**src/rtl/memory_controller_pkg.sv**
```systemverilog
// Shared definitions for the byte-serial memory controller: op codes, FSM states
// and the access-length helper.
package memory_controller_pkg;

  typedef enum logic [1:0] {
    MC_IDLE  = 2'd0,
    MC_READ  = 2'd1,
    MC_WRITE = 2'd2,
    MC_DONE  = 2'd3
  } mc_state_e;

  localparam logic [5:0] OP_LB  = 6'd11;
  localparam logic [5:0] OP_LH  = 6'd12;
  localparam logic [5:0] OP_LW  = 6'd13;
  localparam logic [5:0] OP_LBU = 6'd14;
  localparam logic [5:0] OP_LHU = 6'd15;
  localparam logic [5:0] OP_SB  = 6'd16;
  localparam logic [5:0] OP_SH  = 6'd17;
  localparam logic [5:0] OP_SW  = 6'd18;

  localparam logic [1:0] IO_HI_DEFAULT = 2'b11;

  // Number of bus bytes an access occupies; unknown codes are treated as words.
  function automatic logic [2:0] op_len(input logic [5:0] op);
    case (op)
      OP_LB, OP_LBU, OP_SB: return 3'd1;
      OP_LH, OP_LHU, OP_SH: return 3'd2;
      default:              return 3'd4;
    endcase
  endfunction

endpackage

```
**src/rtl/mem_load_ext.sv**
```systemverilog
// Combinational load-data extension: sign-extends LB/LH, zero-extends LBU/LHU,
// passes words through unchanged.
module mem_load_ext
  import memory_controller_pkg::*;
(
  input  logic [5:0]  op,
  input  logic [31:0] raw,
  output logic [31:0] ext
);

  always_comb begin
    ext = raw;
    case (op)
      OP_LB:   ext = {{24{raw[7]}}, raw[7:0]};
      OP_LH:   ext = {{16{raw[15]}}, raw[15:0]};
      OP_LBU:  ext = {24'd0, raw[7:0]};
      OP_LHU:  ext = {16'd0, raw[15:0]};
      default: ext = raw;
    endcase
  end

endmodule

```
**src/rtl/memory_controller.sv**
```systemverilog
// Serialises 1/2/4-byte loads, stores and instruction fetches onto a byte-wide
// RAM/IO bus with one-cycle read latency; store > load > fetch priority.
module memory_controller
  import memory_controller_pkg::*;
#(
  parameter logic [1:0] IO_HI = IO_HI_DEFAULT
) (
  input  logic        clk_in,
  input  logic        rst_in,
  input  logic        rdy_in,
  input  logic        roll_back,
  input  logic        io_buffer_full,
  input  logic [7:0]  mem_din,
  output logic [7:0]  mem_dout,
  output logic [31:0] mem_a,
  output logic        mem_wr,
  input  logic        lsb_load,
  input  logic [31:0] load_address,
  input  logic [5:0]  op_type_load,
  output logic        finish_load,
  output logic [31:0] data_load,
  input  logic        lsb_store,
  input  logic [31:0] store_address,
  input  logic [31:0] data_store,
  input  logic [5:0]  op_type_store,
  output logic        finish_store,
  input  logic        ifetch_req,
  input  logic [31:0] ifetch_addr,
  output logic        finish_fetch,
  output logic [31:0] instruction_out
);

  mc_state_e   state_q, state_d;
  logic [2:0]  cnt_q, cnt_d;
  logic [2:0]  len_q, len_d;
  logic [5:0]  op_q, op_d;
  logic        fetch_q, fetch_d;
  logic [31:0] addr_q, addr_d;
  logic [31:0] wdata_q, wdata_d;
  logic [31:0] buf_q, buf_d;
  logic [31:0] mem_a_q, mem_a_d;
  logic [7:0]  mem_dout_q, mem_dout_d;
  logic        wr_q, wr_d;
  logic        finish_load_q, finish_load_d;
  logic        finish_store_q, finish_store_d;
  logic        finish_fetch_q, finish_fetch_d;
  logic [31:0] data_load_q, data_load_d;
  logic [31:0] instr_q, instr_d;

  logic [31:0] merged;
  logic [31:0] load_ext;
  logic [1:0]  next_byte;
  logic        store_blocked;

  assign store_blocked = (store_address[17:16] == IO_HI) && io_buffer_full;
  assign next_byte     = cnt_q[1:0] + 2'd1;

  // Captured bytes with the byte currently on mem_din folded in, so the last
  // byte reaches the outputs on the same edge it is sampled.
  always_comb begin
    merged = buf_q;
    case (cnt_q)
      3'd1:    merged[7:0]   = mem_din;
      3'd2:    merged[15:8]  = mem_din;
      3'd3:    merged[23:16] = mem_din;
      3'd4:    merged[31:24] = mem_din;
      default: merged = buf_q;
    endcase
  end

  mem_load_ext u_ext (
    .op  (op_q),
    .raw (merged),
    .ext (load_ext)
  );

  always_comb begin
    state_d        = state_q;
    cnt_d          = cnt_q;
    len_d          = len_q;
    op_d           = op_q;
    fetch_d        = fetch_q;
    addr_d         = addr_q;
    wdata_d        = wdata_q;
    buf_d          = buf_q;
    mem_a_d        = mem_a_q;
    mem_dout_d     = mem_dout_q;
    wr_d           = wr_q;
    finish_load_d  = finish_load_q;
    finish_store_d = finish_store_q;
    finish_fetch_d = finish_fetch_q;
    data_load_d    = data_load_q;
    instr_d        = instr_q;
    if (rdy_in) begin
      finish_load_d  = 1'b0;
      finish_store_d = 1'b0;
      finish_fetch_d = 1'b0;
      case (state_q)
        MC_IDLE: begin
          if (!roll_back) begin
            if (lsb_store) begin
              // A blocked IO store also holds back loads and fetches behind it.
              if (!store_blocked) begin
                state_d    = MC_WRITE;
                cnt_d      = 3'd0;
                len_d      = op_len(op_type_store);
                addr_d     = store_address;
                wdata_d    = data_store;
                wr_d       = 1'b1;
                mem_a_d    = store_address;
                mem_dout_d = data_store[7:0];
              end
            end else if (lsb_load || ifetch_req) begin
              state_d = MC_READ;
              cnt_d   = 3'd0;
              buf_d   = 32'd0;
              fetch_d = !lsb_load;
              addr_d  = lsb_load ? load_address : ifetch_addr;
              op_d    = lsb_load ? op_type_load : OP_LW;
              len_d   = lsb_load ? op_len(op_type_load) : 3'd4;
              mem_a_d = addr_d;
            end
          end
        end
        MC_READ: begin
          if (roll_back) begin
            state_d = MC_IDLE;
            wr_d    = 1'b0;
          end else begin
            mem_a_d = addr_q + {29'd0, cnt_q} + 32'd1;
            cnt_d   = cnt_q + 3'd1;
            buf_d   = merged;
            if (cnt_q == len_q) begin
              state_d = MC_DONE;
              if (fetch_q) begin
                instr_d        = merged;
                finish_fetch_d = 1'b1;
              end else begin
                data_load_d   = load_ext;
                finish_load_d = 1'b1;
              end
            end
          end
        end
        MC_WRITE: begin
          if (cnt_q + 3'd1 == len_q) begin
            state_d        = MC_DONE;
            wr_d           = 1'b0;
            finish_store_d = 1'b1;
          end else begin
            cnt_d      = cnt_q + 3'd1;
            mem_a_d    = addr_q + {29'd0, cnt_q} + 32'd1;
            mem_dout_d = wdata_q[{next_byte, 3'b000} +: 8];
          end
        end
        default: state_d = MC_IDLE;
      endcase
    end
  end

  always_ff @(posedge clk_in) begin
    if (rst_in) begin
      state_q        <= MC_IDLE;
      cnt_q          <= 3'd0;
      len_q          <= 3'd0;
      op_q           <= 6'd0;
      fetch_q        <= 1'b0;
      addr_q         <= 32'd0;
      wdata_q        <= 32'd0;
      buf_q          <= 32'd0;
      mem_a_q        <= 32'd0;
      mem_dout_q     <= 8'd0;
      wr_q           <= 1'b0;
      finish_load_q  <= 1'b0;
      finish_store_q <= 1'b0;
      finish_fetch_q <= 1'b0;
      data_load_q    <= 32'd0;
      instr_q        <= 32'd0;
    end else begin
      state_q        <= state_d;
      cnt_q          <= cnt_d;
      len_q          <= len_d;
      op_q           <= op_d;
      fetch_q        <= fetch_d;
      addr_q         <= addr_d;
      wdata_q        <= wdata_d;
      buf_q          <= buf_d;
      mem_a_q        <= mem_a_d;
      mem_dout_q     <= mem_dout_d;
      wr_q           <= wr_d;
      finish_load_q  <= finish_load_d;
      finish_store_q <= finish_store_d;
      finish_fetch_q <= finish_fetch_d;
      data_load_q    <= data_load_d;
      instr_q        <= instr_d;
    end
  end

  assign mem_a           = mem_a_q;
  assign mem_dout        = mem_dout_q;
  assign mem_wr          = wr_q & rdy_in;
  assign finish_load     = finish_load_q;
  assign finish_store    = finish_store_q;
  assign finish_fetch    = finish_fetch_q;
  assign data_load       = data_load_q;
  assign instruction_out = instr_q;

endmodule

```
**config.mk**
```make
export PLATFORM = sky130hd
export DESIGN_NAME = memory_controller
export DESIGN_NICKNAME = d
export VERILOG_FILES = /design/src/rtl/memory_controller_pkg.sv /design/src/rtl/mem_load_ext.sv /design/src/rtl/memory_controller.sv
export SDC_FILE = /design/constraint.sdc
export NUM_CORES = 1
export LEC_CHECK = 0
export ABC_AREA = 1
export BUFFER_PORTS_ARGS = -buffer_cell sky130_fd_sc_hd__clkbuf_2
export CAP_MARGIN = 30
export CORE_ASPECT_RATIO = 1.5
export CORE_UTILIZATION = 50
export CTS_CLUSTER_SIZE = 24
export DETAILED_ROUTE_END_ITERATION = 8
export PLACE_DENSITY = 0.75
export SETUP_SLACK_MARGIN = 0.05
export SLEW_MARGIN = 10
export SYNTH_ARGS = -nofsm -noshare
export SYNTH_HDL_FRONTEND = slang
export SYNTH_SLANG_ARGS = --single-unit
```
**constraint.sdc**
```tcl
create_clock -name clk_in -period 2.5 [get_ports clk_in]
set_input_delay 0.625 -clock clk_in [delete_from_list [all_inputs] [get_ports clk_in]]
set_output_delay 0.625 -clock clk_in [all_outputs]
set_load 0.02 [all_outputs]
```
==> impl_metrics.py <==
metrics = {
    "timing": {
        "hold_viol_final": 0,
        "whs_ns": 0.365,
        "relSlewSlack_pct": 52.7,
        "maxSlewViolCount": 0,
        "max_freq_mhz": 442,
        "rsz0062_at_grt": "false",
        "skew_ns": 0.0112,
        "finalCritPeriodShare_pct": 90.4,
        "setup_tns_ns": 0,
        "setup_viol": 0,
        "finalCriticalPeriod_ns": 2.26,
        "tightest_slew_ns": 0.709,
    },
    "setup_path": {
        "cp_common_cell": "nand2_1",
        "end_kind": "flip-flop",
        "crit_buf_inv": 3,
        "slowest_stage": "dfxtp_1",
        "path_delay_family": "simple AND/OR/NAND/NOR gates",
        "start_kind": "flip-flop",
        "arrival_ns": 2.63,
        "critical_path_required_ns": 2.87,
        "path_cells": "inv_2 -> ha_1 -> inv_1 -> fa_1 -> nand2_1 -> nand2_1 -> nand2_1 -> nor2_1 -> buf_4 -> nand2_1 -> nand2_1 -> nand3_1 -> nand2_1 -> a21oi_1",
        "crit_type": "reg -> reg",
        "crit_path_max_fanout": 5,
        "slowest_delay_ns": 0.39,
    },
    "synth": {
        "synth_top_area_share_pct": 39.1,
        "ys_ff_latch": 219,
        "syn_nets": 1871,
        "syn_avg_cell_area_um2": 6.60,
        "yosysWarnings": 0,
        "synthCells": 1702,
        "syn_area_um2": 11200,
        "ys_seq_area_share_pct": 39.1,
        "synth_area_leaders": "dfxtp_1 (39%), nor2_1 (11%), nand2_1 (10%)",
        "synth_cell_types": 43,
        "yosysTopAreaCell": "dfxtp_1",
    },
    "global_route": {
        "antenna_found_initial": 0,
        "grt_pass1_wl_um": 55500,
        "grt_max_degree": 65,
        "grt_use_total_pct": 29.6,
        "grt_pass1_vias": 10900,
        "grt-ovfl-total": 0,
    },
    "finish": {
        "fillerInstances": 2122,
        "seq_area_um2": 4380,
        "drive_gt1_share_pct": 18.7,
        "final_cell_mix": "nor2_1 (342), nand2_1 (307), clkbuf_2 (263)",
        "area_growth_pct": 19.9,
        "finalNetCount": 2096,
        "final_common_cell": "nor2_1",
        "multi_input_area_um2": 5850,
        "antenna_cells": 0,
    },
    "pwr": {
        "p_leak_nw": 6.22,
        "vdd_ir_drop_max_mv": 0.501,
        "p_comb_share_pct": 24.7,
        "pwr-share-clk_pct": 34.2,
        "p_sw_share_pct": 32.8,
        "totalPowerFinal_mw": 9.73,
        "power_switching_mw": 3.19,
        "seq_power_share_pct": 41.1,
        "internal_power_mw": 6.54,
        "p_per_area_nw_per_um2": 723,
    },
    "routing": {
        "vias": 11800,
        "wl_per_cell_um": 15.8,
        "viasPerCell": 5.33,
        "initialDrtViolationCount": 891,
        "ant_nets": 0,
        "drt_pass1_iterations": 8,
        "wl_um": 35000,
        "drc": 0,
    },
    "flow_run": {
        "maxCapViolCount": 0,
    },
    "clock_network": {
        "clkTransAtPathRegs_ns": 0.06,
        "cts_setup_buffers": 0,
        "clkLatencyLatePin_ns": 0.51,
        "clockBufferDepth": 3,
        "cts_buffers": 22,
        "h-tree-depth": 1,
        "root_buffer": "clkbuf_16",
        "cts_tree": "yes",
        "clkSinkCount": 219,
    },
    "outcome": {
        "outcome": "complete, no violations",
    },
    "placement": {
        "place.gp.congestion": 0.927,
        "port_buffers": 263,
        "hpwl_um": 26200,
    },
    "die": {
        "die_h_um": 186,
        "die_area_um2": 23100,
        "start_util_pct": 51.3,
        "coreArea_um2": 21900,
        "io_pins": 264,
        "fp.dieW_um": 124,
        "num_rows": 66,
    },
    "worst_hold_path": {
        "hold_path.class": "in -> reg",
    },
}
-- sequential cells by signal (all words and copies together), names as in the netlist, 6 cells and up --
| signal | flops |
|---|---|
| instruction_out | 32 |
| mem_a | 32 |
| mem_dout | 8 |
| wdata_q | 32 |
| addr_q | 32 |
| data_load | 32 |
| buf_q | 32 |
| op_q | 6 |
-- layout make-up --
cell class,instances,area share [%]
Clock inverter,3,0.297
Timing Repair Buffer,303,12.5
Tap cell,272,2.53
Sequential cell,219,32.6
Multi-Input combinational cell,1252,43.5
Clock buffer,35,5.05
Inverter,129,3.61
-- repair_timing --
action	4_1_cts	5_1_grt
setup endpoints to repair	0	2
hold buffers	0	0
resized for setup	0	1
-- cell usage after synthesis, drive strengths merged --
cell	count
inv	129
nand3b	3
o21bai	1
o21ai	240
nor3	4
ha	12
a211oi	17
o22ai	7
a21oi	176
o211ai	1
nand4	10
clkbuf	51
a221oi	2
buf	51
nand2	314
o211a	8
o21a	2
nand3	80
nor2	347
o2111ai	2
nand2b	1
fa	1
o31ai	3
xnor2	6
mux2i	7
or2	1
dfxtp	219
xor2	7
-- stage by stage --
step,std cells,util (%),area (µm²),setup WS [ns]
floorplan,1702,-,11200,0.226
global placement,2175,58.2,12700,0.258
detailed placement,2175,58.2,12700,0.253
CTS,2213,61.5,13500,0.267
global route,2213,61.5,13500,0.0503
finish,2213,61.5,13500,0.240
-- power groups by stage --
stage	clock network [mW]	registers [mW]	logic (mW)
6_report	3.33	4.00	2.40
5_1_grt	3.51	4.03	2.69
3_3_place_gp	0	4.07	2.36
2_1_floorplan	0	4.17	1.52
4_1_cts	3.36	4.00	2.40
3_5_place_dp	0	4.07	2.38
-- layer usage --
metal / global-route usage (%) / vias up / wire, µm
met5: 0 / - / 0
met4: 12.7 / 0 / 1430
met3: 2.96 / 77 / 1450
met2: 55.9 / 335 / 18400
met1: 33.6 / 5394 / 13700
li1: - / 6000 / -
-- cells by family after synthesis --
kind of cell | Yosys count | synth area share (%)
DFF | 219 | 39.1
muxes | 7 | 0.624
buffers and inverters | 231 | 8.85
adders and majority gates | 13 | 1.52
AOI/OAI and AO/OA | 459 | 21.7
and+or+nand+nor | 760 | 27.3
xor gates and xnor gates | 13 | 1.01
-- worst min-delay path, cell delays in order --
cell	delay, ns
clkbuf_2	0.09
nand2_1	0.06
a21oi_1	0.05
-- final timing paths --
check | startpoint | endpoint | slack [ns] | cells after the start
hold / removal | op_type_load[4] | op_q[4] | 0.36 | 3
setup / recovery | cnt_q[0] | mem_a[28] | 0.24 | 14
hold reg to reg | buf_q[27] | buf_q[27] | 0.45 | 2
setup reg to reg | cnt_q[0] | mem_a[28] | 0.24 | 14
No activity file was read; power rests on OpenSTA's default activity.
